## src/rtl/pwm_ramp_ctrl.sv

```systemverilog
// Duty-cycle ramp controller: walks DUTY toward a requested target in fixed
// steps, one step every STEP_PERIODS PWM periods, without wrapping past 0/255.
module pwm_ramp_ctrl #(
   parameter int PERIOD_CYCLES = 257,
   parameter int STEP_PERIODS  = 4
) (
   input  logic       CLK,
   input  logic       RST,
   input  logic [7:0] TGT_DUTY,
   input  logic [7:0] TGT_STEP,
   input  logic       TGT_VALID,
   output logic       TGT_READY,
   output logic [7:0] DUTY,
   output logic       DUTY_LD,
   output logic       BUSY,
   output logic       DONE
);

   localparam int PW = (PERIOD_CYCLES > 2) ? $clog2(PERIOD_CYCLES) : 1;
   localparam int SW = (STEP_PERIODS  > 2) ? $clog2(STEP_PERIODS)  : 1;
   localparam logic [PW-1:0] PMAX = PW'(PERIOD_CYCLES - 1);
   localparam logic [SW-1:0] SMAX = SW'(STEP_PERIODS - 1);

   typedef enum logic [1:0] {IDLE, RAMP, FIN} state_t;

   state_t        state, state_nxt;
   logic [PW-1:0] pcnt;
   logic [SW-1:0] scnt;
   logic [7:0]    duty_q, tgt_q, step_q;
   logic          ld_q;
   logic          tick, step_ev, accept, reach, up;
   logic [8:0]    diff;

   assign tick    = (pcnt == PMAX);
   assign step_ev = tick && (scnt == SMAX);
   assign accept  = TGT_VALID && (state == IDLE);
   assign up      = (tgt_q > duty_q);
   assign diff    = up ? ({1'b0, tgt_q} - {1'b0, duty_q}) : ({1'b0, duty_q} - {1'b0, tgt_q});
   // Landing exactly on the target whenever it is within one step is what keeps DUTY in range.
   assign reach   = (diff <= {1'b0, step_q});

   // Handshake/status decode purely from state so there is no input-to-output path.
   assign TGT_READY = (state == IDLE);
   assign BUSY      = (state == RAMP);
   assign DONE      = (state == FIN);
   assign DUTY      = duty_q;
   assign DUTY_LD   = ld_q;

   always_ff @(posedge CLK or posedge RST) begin
      if (RST) state <= IDLE;
      else     state <= state_nxt;
   end

   always_comb begin
      state_nxt = state;
      case (state)
         IDLE:    if (TGT_VALID) state_nxt = (TGT_DUTY == duty_q) ? FIN : RAMP;
         RAMP:    if (step_ev && reach) state_nxt = FIN;
         FIN:     state_nxt = IDLE;
         default: state_nxt = IDLE;
      endcase
   end

   always_ff @(posedge CLK or posedge RST) begin
      if (RST) begin
         pcnt   <= '0;
         scnt   <= '0;
         duty_q <= 8'd0;
         tgt_q  <= 8'd0;
         step_q <= 8'd1;
         ld_q   <= 1'b0;
      end else begin
         pcnt <= tick ? '0 : pcnt + PW'(1);
         // Acceptance restarts the step phase but leaves the PWM period alone.
         if (accept)    scnt <= '0;
         else if (tick) scnt <= (scnt == SMAX) ? '0 : scnt + SW'(1);
         if (accept) begin
            tgt_q  <= TGT_DUTY;
            step_q <= (TGT_STEP == 8'd0) ? 8'd1 : TGT_STEP;
         end
         ld_q <= 1'b0;
         if (state == RAMP && step_ev) begin
            ld_q <= 1'b1;
            if (reach)   duty_q <= tgt_q;
            else if (up) duty_q <= duty_q + step_q;
            else         duty_q <= duty_q - step_q;
         end
      end
   end

endmodule

```

## config.mk

```make
export PLATFORM = sky130hd
export DESIGN_NAME = pwm_ramp_ctrl
export DESIGN_NICKNAME = d
export VERILOG_FILES = /design/src/rtl/pwm_ramp_ctrl.sv
export SDC_FILE = /design/constraint.sdc
export NUM_CORES = 1
export LEC_CHECK = 0
export ABC_CLOCK_PERIOD_IN_PS = 4330
export CAP_MARGIN = 0
export CORE_UTILIZATION = 39
export CTS_CLUSTER_DIAMETER = 100
export CTS_CLUSTER_SIZE = 12
export DETAILED_ROUTE_END_ITERATION = 6
export DONT_BUFFER_PORTS = 1
export GPL_ROUTABILITY_DRIVEN = 0
export GPL_TIMING_DRIVEN = 1
export PLACE_DENSITY = 0.52
export SLEW_MARGIN = 5
export SYNTH_ARGS = -nofsm -noshare
export SYNTH_HDL_FRONTEND = slang
export SYNTH_SLANG_ARGS = --single-unit
export TNS_END_PERCENT = 100
```

## constraint.sdc

```tcl
create_clock -name CLK -period 4.33 [get_ports CLK]
set_input_delay 0.866 -clock CLK [delete_from_list [all_inputs] [get_ports CLK]]
set_output_delay 0.866 -clock CLK [all_outputs]
set_load 0.05 [all_outputs]
```

==> results.md, run 1 <==
* Nets@finish at 402
* Congestion Overflow GR at 0
* Max IR drop VDD at 0.0002783 V
* Multi-input logic area at 1966 sq um
* First DRT Iteration DRCs at 152
* Final setup fails at 0
* Setup ws final at 0.2368 ns
* Worst-Margin Slew at 1.155 ns
* DR WL/cell at 16.96 um
* Clk_skew at 0.01113 ns
* Slew Limit Fails at 0
* Max_slew headroom at 0.2297
* Port bufs at 0
* Met3 Routed Length at 366 um
* CTS sink cnt at 38
* Total Routing Usage GR at 0.1920
* Unrepaired setup endpoints after global routing: no
* Post-synthesis sequential area ratio at 0.3172
* Cell Chain, Critical Path: ha_4 -> nor2b_4 -> o2111ai_2 -> a31o_4 -> a21oi_4 -> mux2_2 -> a311oi_2 -> xnor2_1 -> ha_1 -> a21oi_1 -> o21ai_0 -> a221oi_1 -> a41o_1 -> o311a_4 -> buf_8 -> buf_4 -> nand3_1 -> o2bb2ai_1
* Period utilization at 0.9453
* Mapped Avg Cell Area at 9.068 sq um
* CP Data Arrival Time at 4.27 ns
* CP delay by family, top: compound AO/OA/AOI/OAI gates
* Fmax at 244.3 MHz
* Crit path required time at 4.50 ns
* Total power at 2612 uW
* Storage element area at 953.4 sq um
* CTS clock-pin slew for the worst setup and hold paths at 0.09 ns
* Post-placement cell count at 432
* Drt via density at 5.310
* Dpl hpwl at 5642 um
* PD cells at 760.7 nW/um^2
* Crit path max fanout at 5
* Share of cells above drive strength 1 at 0.1358
* Yosys cell types at 52
* Root Driver: clkbuf_8
* Final min period at 4.093 ns
* H-tree lvl count at 2
* Share of the synthesized area in the top cell type at 0.3085
* Height of the die at 89.73 um
* Non-Filler Instances at 445
* First-pass GRT wire length at 12330 um
* Pin count of the biggest net entering global routing at 39
* Placed Area at 3169 sq um
* Cells after Synth at 331
* TritonRoute pass-1 iters at 4
* Vias in the first global route at 2434
* Most common cell after layout, fill and taps aside: dfrtp_1
* Residual DRC count at 0
* Sum Neg Setup Slack at 0 ns
* Core Footprint at 7331 sq um
* # IOs at 31
* Final Cell Area at 3433 sq um
* Placement Setup Slack at 0.08324 ns
* Diodes inserted at 0
* Syn Nets at 388
* CP startpoint kind: register
* Routed Antenna Nets at 0
* Cell taking the most area after synthesis: dfrtp_1
* Hold Fails Final Rpt at 0
* Die X at 89.73 um
* Via count at 2363
* Die Footprint at 8051 sq um
* Leak at 0.001530 uW
* FFs w/ async S/R, synth at 1.000
* Row Count at 31
* WP buf/inv at 2
* Initial antenna violation count at 0
* Area Overhead vs Synth at 14.38%
* Initial core utilization at 0.4095
* Post-Route WL at 7549 um
* Ys Warns at 0
* Worst hold path class: reg -> reg
* Met1 WL at 3476 um
* Clk_lat worst skew at 0.29 ns
* Largest cells by area after synthesis: dfrtp_1, ha_1, xnor2_1
* Crit path kind: reg -> reg
* TritonCTS clock tree: yes
* Synthesized area at 3002 sq um
* Layout fillers at 676
* Status: complete, no violations
* Critical-path top delay cell: dfrtp_1
* Max capacitance violation total at 0
* Num CTS Buffers at 5
* Register bit total from synthesis at 38
* Met2 wire length at 3566 um
* Top Layer Used: met4
* Slowest stage delay, CP at 0.46 ns
* CTS Buffer Depth at 2
* Most frequent cells in the layout: dfrtp_1, inv_1, ha_1, xnor2_1, nand2_1
* CP Capture Type: register
* EDFF count, synth at 0
* Synth Flop Type: dfrtp_1
## cell families after synthesis
family          after synthesis  share of synthesized area
compound gates               73                     0.1572
mux                          16                    0.05460
buf+inv                      45                    0.06085
xor+xnor                     33                     0.1009
flops                        38                     0.3172
simple gates                 88                     0.1434
fa+ha+maj                    38                     0.1659
## synthesized netlist by cell type, types with 3 or more instances
cell,count
xor2_1,4
nand4_1,6
clkbuf_1,4
inv_1,34
ha_1,35
dfrtp_1,37
and2_1,3
nor3_1,3
nand2_1,26
o21ai_0,24
nor2b_1,7
fa_1,3
mux2i_1,13
a21o_1,7
and3_1,3
mux2_2,3
buf_2,4
a21oi_1,21
nand3_1,10
nor2_1,19
xnor2_1,28
## final timing paths
path | from | to | slack [ns] | cells past startpoint
max | tgt_q[1]$_DFFE_PP0P_ | state[0]$_DFFE_PP0P_ | 0.24 | 18
min reg2reg | pcnt[5]$_DFF_PP0_ | pcnt[5]$_DFF_PP0_ | 0.48 | 1
max reg2reg | tgt_q[1]$_DFFE_PP0P_ | state[0]$_DFFE_PP0P_ | 0.24 | 18
max in group asynchronous | RST | DUTY[1]$_DFFE_PP0P_ | 3.39 | 2
min in group asynchronous | RST | pcnt[7]$_DFF_PP0_ | 0.57 | 2
min | pcnt[5]$_DFF_PP0_ | pcnt[5]$_DFF_PP0_ | 0.48 | 1
## what timing repair did
item | CTS | global route
resized for setup | 0 | 20
buffers inserted | 0 | 4
endpoints found under the setup margin | 0 | 10
hold buffers | 0 | 0
## layer usage
layer  up-vias  GRT usage
met5         -          0
met4         0    0.05738
met3        10    0.02876
met2        56     0.3244
met1      1128     0.2531
li1       1169          -
## area by class of cell
| class | instances | share of cell area |
|---|---|---|
| inverter | 34 | 0.03717 |
| sequential | 38 | 0.2777 |
| tap | 99 | 0.03608 |
| multi-input combinational | 248 | 0.5725 |
| clock buffer | 6 | 0.02405 |
| clock inverter | 2 | 0.003644 |
| timing repair buffer | 18 | 0.04883 |
## flip-flops by register name, summed over array words and instances (netlist names)
name     cells
DUTY         8
DUTY_LD      1
pcnt         9
scnt         2
state        2
step_q       8
tgt_q        8
## per-stage QoR
stage,utilization,hold slack [ns]
final,0.4683,0.4846
after global routing,0.4683,0.5091
after CTS,0.4453,0.4915
after detailed placement,0.4323,0.4768
after global placement,0.4323,0.4751
after floorplan,-,0.4521
## report_power, final
group | internal (uW) | switching, uW | total [uW]
Combinational | 942 | 938 | 1880
Sequential | 415 | 52.2 | 467
Clock | 128 | 136 | 264
Total | 1490 | 1130 | 2610
No activity file was read; power rests on OpenSTA's default activity.
==> run 2, diff against run 1 <==
--- a/config.mk
+++ b/config.mk
@@ -5,6 +5,7 @@
 export SDC_FILE = /design/constraint.sdc
 export NUM_CORES = 1
 export LEC_CHECK = 0
+export ABC_AREA = 1
 export ABC_CLOCK_PERIOD_IN_PS = 4330
 export CAP_MARGIN = 0
 export CORE_UTILIZATION = 39
==> results.md, run 2 <==
* Dpl hpwl at 6292 um
* CP Data Arrival Time at 3.98 ns
* Die X at 93.12 um
* PD cells at 198.3 nW/um^2
* Post-placement cell count at 563
* Max_slew headroom at 0.3665
* Largest cells by area after synthesis: dfrtp_1, nand2_1, ha_1
* Pin count of the biggest net entering global routing at 39
* TritonRoute pass-1 iters at 5
* Non-Filler Instances at 571
* Clk_skew at 0.007012 ns
* Nets@finish at 525
* CP startpoint kind: register
* Period utilization at 0.8820
* Total Routing Usage GR at 0.1946
* Max capacitance violation total at 0
* Post-synth top cells: nand2_1, inv_1, dfrtp_1, ha_1, o21ai_0
* Seq pwr share at 0.510
* Layout fillers at 817
* Max reg flops at 9
* Vias in the first global route at 2600
* Status: complete, no violations
* Synthesized area at 3238 sq um
* Num CTS Buffers at 5
* Sum Neg Setup Slack at 0 ns
* Clock share of power at 0.467
* Net Sw Power at 148.3 uW
* Multi-input logic area at 1923 sq um
* Crit path kind: reg -> reg
* Congestion Overflow GR at 0
* Height of the die at 93.12 um
* Cell taking the most area after synthesis: dfrtp_1
* Worst R2R Start: DUTY[0]$_DFFE_PP0P_
* Root Driver: clkbuf_8
* Row Count at 32
* Critical-path top delay cell: dfrtp_1
* CP delay by family, top: simple AND/OR/NAND/NOR gates
* CTS Hold Bufs at 0
* Largest reg by FF count: pcnt
* Critical Path Start: DUTY[0]$_DFFE_PP0P_
* Cells after Synth at 460
* Initial core utilization at 0.4105
* Mapped Avg Cell Area at 7.039 sq um
* CP Capture Type: register
* Register bit total from synthesis at 38
* Unrepaired setup endpoints after global routing: no
* Routed Antenna Nets at 0
* Cell Chain, Critical Path: inv_1 -> ha_1 -> nand3_1 -> nand2_4 -> inv_1 -> nand2_1 -> nand2_1 -> xor2_1 -> inv_1 -> ha_1 -> a21oi_1 -> nand2_1 -> nand2_1 -> nand3b_1 -> nand2_1 -> nand3_4 -> o21ai_0 -> o21ai_0
* Setup Fix Bufs, Post-CTS at 0
* Yosys cell types at 34
* First-pass GRT wire length at 12960 um
* Most frequent cells in the layout: nand2_1, inv_1, dfrtp_1, ha_1, o21ai_0
* Area Overhead vs Synth at 8.153%
* Fmax at 261.8 MHz
* Ys Warns at 0
* Via count at 2801
* Int Power at 546.2 uW
* WP buf/inv at 3
* CTS sink cnt at 38
* Synth Flop Type: dfrtp_1
* Residual DRC count at 0
* TritonCTS clock tree: yes
* Post-synthesis sequential area ratio at 0.2940
* Post-cts sizing count at 0
* Storage element area at 952.2 sq um
* Syn Nets at 517
* Core Footprint at 7888 sq um
* Initial antenna violation count at 0
* Worst hold path class: reg -> reg
* Crit path required time at 4.49 ns
* Most common cell after layout, fill and taps aside: nand2_1
* Share of cells above drive strength 1 at 0.06823
* H-tree lvl count at 2
* # IOs at 31
* Combinational Power Share at 0.022
* Worst path most repeated cell: nand2_1
* Diodes inserted at 0
* Max IR drop VDD at 0.0001320 V
* Die Footprint at 8671 sq um
* Hold path start: pcnt[8]$_DFF_PP0_
* Drt via density at 4.905
* Slew Limit Fails at 0
* CTS Buffer Depth at 2
* Sw Ratio at 0.2135
* Slowest stage delay, CP at 0.72 ns
* Hold Fails Final Rpt at 0
* Crit path max fanout at 16
* Count leader, synth: nand2_1
* Clk_lat worst skew at 0.30 ns
* Port bufs at 0
* DR WL/cell at 13.67 um
* CTS clock-pin slew for the worst setup and hold paths at 0.08 ns
* Final setup fails at 0
* Worst-Margin Slew at 0.9468 ns
* Final min period at 3.819 ns
* Share of the synthesized area in the top cell type at 0.2859
* EDFF count, synth at 0
* Post-Route WL at 7804 um
* First DRT Iteration DRCs at 129
* FFs w/ async S/R, synth at 1.000
* Leak at 0.001912 uW
[run 2: changes by cell type in the layout (fill, tap and decap cells not counted), moves of 6 or more]
cell,change
o21ai_1,+6
nand2_1,+107
a21o_1,-6
mux2i_1,-12
inv_1,+50
xnor2_1,-25
nor2b_1,-6
xor2_1,+12
buf_4,-6
nand3_1,+11
[run 2: cell families after synthesis]
family                   Yosys count  share of synthesized area
flip-flops                        38                     0.2941
AND/OR/NAND/NOR                  215                     0.2952
XOR/XNOR                          19                    0.05139
adder cells (fa/ha/maj)           38                     0.1538
buffers and inverters             92                     0.1121
AO/OA/AOI/OAI                     58                    0.09351
[run 2: power by group through the flow]
stage | registers, uW | logic, uW | clock network, uW
global route | 355 | 19.2 | 349
global placement | 362 | 16.3 | 0
detailed placement | 362 | 16.5 | 0
floorplan | 362 | 11.4 | 0
CTS | 355 | 16.5 | 334
finish | 355 | 15.5 | 324
[run 2: path summary, 6_finish.rpt]
kind,endpoint,slack (ns),cells after the start
max,state[0]$_DFFE_PP0P_,0.51,18
min,pcnt[8]$_DFF_PP0_,0.48,1
max reg2reg,state[0]$_DFFE_PP0P_,0.51,18
min reg2reg,pcnt[8]$_DFF_PP0_,0.48,1
max in group asynchronous,step_q[0]$_DFFE_PP1P_,3.40,2
min in group asynchronous,pcnt[4]$_DFF_PP0_,0.57,2
[run 2: metrics by stage]
stage               worst slack, ns    util  power, uW  area, sq um  hold slack, ns
finish                       0.5110  0.4440      694.5         3502          0.4781
global route                 0.2198  0.4440      722.4         3502          0.5165
CTS                          0.4968  0.4440      704.6         3502          0.4727
detailed placement           0.5295  0.4293      378.1         3386          0.4591
global placement             0.5716  0.4293      377.9         3386          0.4489
floorplan                    0.8308       -      373.0         3238          0.4330
[run 2: cell type report]
class                           instances  area share
Clock buffer                            7     0.02465
Clock inverter                          1    0.008574
Inverter                               84     0.09003
Multi-Input combinational cell        330      0.5491
Sequential cell                        38      0.2719
Tap cell                              102     0.03644
Timing Repair Buffer                    9     0.01929
[run 2: layer usage]
| metal | part of all wire | global-route usage | vias to the layer above | wire length (um) |
|---|---|---|---|---|
| met1 | 0.50 | 0.2737 | 1291 | 3929 |
| met3 | 0.025 | 0.03089 | 6 | 196 |
| met2 | 0.46 | 0.3107 | 39 | 3593 |
| li1 | - | - | 1465 | - |
| met4 | 0.011 | 0.05000 | 0 | 84 |
| met5 | 0 | 0 | - | 0 |
==> run 3, diff against run 2 <==
--- a/config.mk
+++ b/config.mk
@@ -6,7 +6,6 @@
 export NUM_CORES = 1
 export LEC_CHECK = 0
 export ABC_AREA = 1
-export ABC_CLOCK_PERIOD_IN_PS = 4330
 export CAP_MARGIN = 0
 export CORE_UTILIZATION = 39
 export CTS_CLUSTER_DIAMETER = 100
@@ -15,6 +14,7 @@
 export DONT_BUFFER_PORTS = 1
 export GPL_ROUTABILITY_DRIVEN = 0
 export GPL_TIMING_DRIVEN = 1
+export MAX_ROUTING_LAYER = met4
 export PLACE_DENSITY = 0.52
 export SLEW_MARGIN = 5
 export SYNTH_ARGS = -nofsm -noshare
==> results.md, run 3 (synthesis gave the netlist of run 2 again) <==
* CTS Buffer Depth at 2
* Largest reg by FF count: pcnt
* Die Footprint at 8671 sq um
* Status: complete, no violations
* Critical register-to-register path endpoint: state[0]$_DFFE_PP0P_
* Share of cells above drive strength 1 at 0.06823
* Clk_lat worst skew at 0.30 ns
* Via count at 2783
* Placed Area at 3386 sq um
* Diodes inserted at 0
* Unrepaired setup endpoints after global routing: no
* CTS Hold Bufs at 0
* TritonRoute pass-1 iters at 4
* H-tree lvl count at 2
* Crit path max fanout at 16
* Crit path required time at 4.49 ns
* Max IR drop VDD at 0.0001314 V
* Die X at 93.12 um
* CTS sink cnt at 38
* Height of the die at 93.12 um
* Pin count of the biggest net entering global routing at 39
* Dpl hpwl at 6292 um
* TritonCTS clock tree: yes
* Period utilization at 0.8826
* CP Capture Type: register
* Vias in the first global route at 2602
* Num CTS Buffers at 5
* Initial core utilization at 0.4105
* Root Driver: clkbuf_8
* Post-Route WL at 7808 um
* Core Footprint at 7888 sq um
* Post-placement cell count at 563
* Crit path kind: reg -> reg
* Max reg flops at 9
* Residual DRC count at 0
* First DRT Iteration DRCs at 142
* Hold Fails Final Rpt at 0
* Setup Fix Bufs, Post-CTS at 0
* Row Count at 32
* Total Routing Usage GR at 0.2002
* Port bufs at 0
* Final setup fails at 0
* Final min period at 3.822 ns
* Worst-Margin Slew at 0.9385 ns
* Cells on Worst Hold Path at 1
* Most common cell after layout, fill and taps aside: nand2_1
* Hold EP: pcnt[8]$_DFF_PP0_
* Fmax at 261.7 MHz
* Final Cell Area at 3502 sq um
* CTS clock-pin slew for the worst setup and hold paths at 0.08 ns
* Nets@finish at 525
* Slew Limit Fails at 0
* Non-Filler Instances at 571
* Worst hold path class: reg -> reg
* # IOs at 31
* Most frequent cells in the layout: nand2_1, inv_1, dfrtp_1, ha_1, o21ai_0
* CP Data Arrival Time at 3.98 ns
* Hold path start: pcnt[8]$_DFF_PP0_
* Drt via density at 4.874
* First-pass GRT wire length at 12970 um
* Post-cts sizing count at 0
* R2R setup slack at 0.51 ns
* Leak at 0.001912 uW
* DR WL/cell at 13.67 um
* Routed Antenna Nets at 0
* Layout fillers at 817
* Max capacitance violation total at 0
* Max_slew headroom at 0.3720
* CP startpoint kind: register
* Initial antenna violation count at 0
* Congestion Overflow GR at 0
* Area Overhead vs Synth at 8.153%
* Sum Neg Setup Slack at 0 ns
* Clk_skew at 0.006217 ns
* FF-to-FF path depth at 18
* Worst R2R Start: DUTY[0]$_DFFE_PP0P_
* PD cells at 197.8 nW/um^2
==> run 3: routing by layer <==
metal | up-vias | wire [um] | GRT usage
met2 | 34 | 3593 | 0.3107
met1 | 1276 | 3942 | 0.2768
met3 | 6 | 189 | 0.02683
li1 | 1467 | - | -
met5 | - | 0 | -
met4 | 0 | 82 | 0.05000
==> run 3: where the power goes <==
group          switching, uW  total [uW]  internal (uW)
sequential                 0         355            355
combinational           11.9        15.5           3.62
clock                    135         323            188
==> run 3: cell type report <==
cell class / instances / area, sq um / share of cell area
Clock buffer: 7 / 86.33 / 0.02465
Clock inverter: 1 / 30.03 / 0.008574
Inverter: 84 / 315.3 / 0.09003
Multi-Input combinational cell: 330 / 1923 / 0.5491
Sequential cell: 38 / 952.2 / 0.2719
Tap cell: 102 / 127.6 / 0.03644
Timing Repair Buffer: 9 / 67.56 / 0.01929
==> run 3: worst max path at each step <==
stage                        start              endpoint  slack (ns)  cells past startpoint
6_report       DUTY[0]$_DFFE_PP0P_  state[0]$_DFFE_PP0P_        0.51                     18
5_1_grt        DUTY[1]$_DFFE_PP0P_  state[0]$_DFFE_PP0P_        0.22                     21
4_1_cts        DUTY[0]$_DFFE_PP0P_  state[0]$_DFFE_PP0P_        0.50                     18
3_5_place_dp   DUTY[0]$_DFFE_PP0P_  state[0]$_DFFE_PP0P_        0.53                     18
3_3_place_gp   DUTY[1]$_DFFE_PP0P_  state[0]$_DFFE_PP0P_        0.57                     21
2_1_floorplan  DUTY[1]$_DFFE_PP0P_   DUTY[1]$_DFFE_PP0P_        0.83                     23
==> run 3: worst max-delay path: stages (launching register included) <==
cell and delay (ns):
dfrtp_1 0.72, inv_1 0.19, ha_1 0.37, nand3_1 0.23
nand2_4 0.18, inv_1 0.24, nand2_1 0.08, nand2_1 0.08
xor2_1 0.15, inv_1 0.06, ha_1 0.31, a21oi_1 0.14
nand2_1 0.07, nand2_1 0.06, nand3b_1 0.07, nand2_1 0.15
nand3_4 0.21, o21ai_0 0.24, o21ai_0 0.12
==> run 3: through the flow <==
stage	util	total power, uW	worst slack, ns	hold slack (ns)
2_1_floorplan	-	373.0	0.8308	0.4330
3_3_place_gp	0.4293	377.9	0.5716	0.4489
3_5_place_dp	0.4293	378.1	0.5295	0.4591
4_1_cts	0.4440	704.6	0.4968	0.4727
5_1_grt	0.4440	722.4	0.2173	0.5165
6_report	0.4440	692.9	0.5084	0.4781
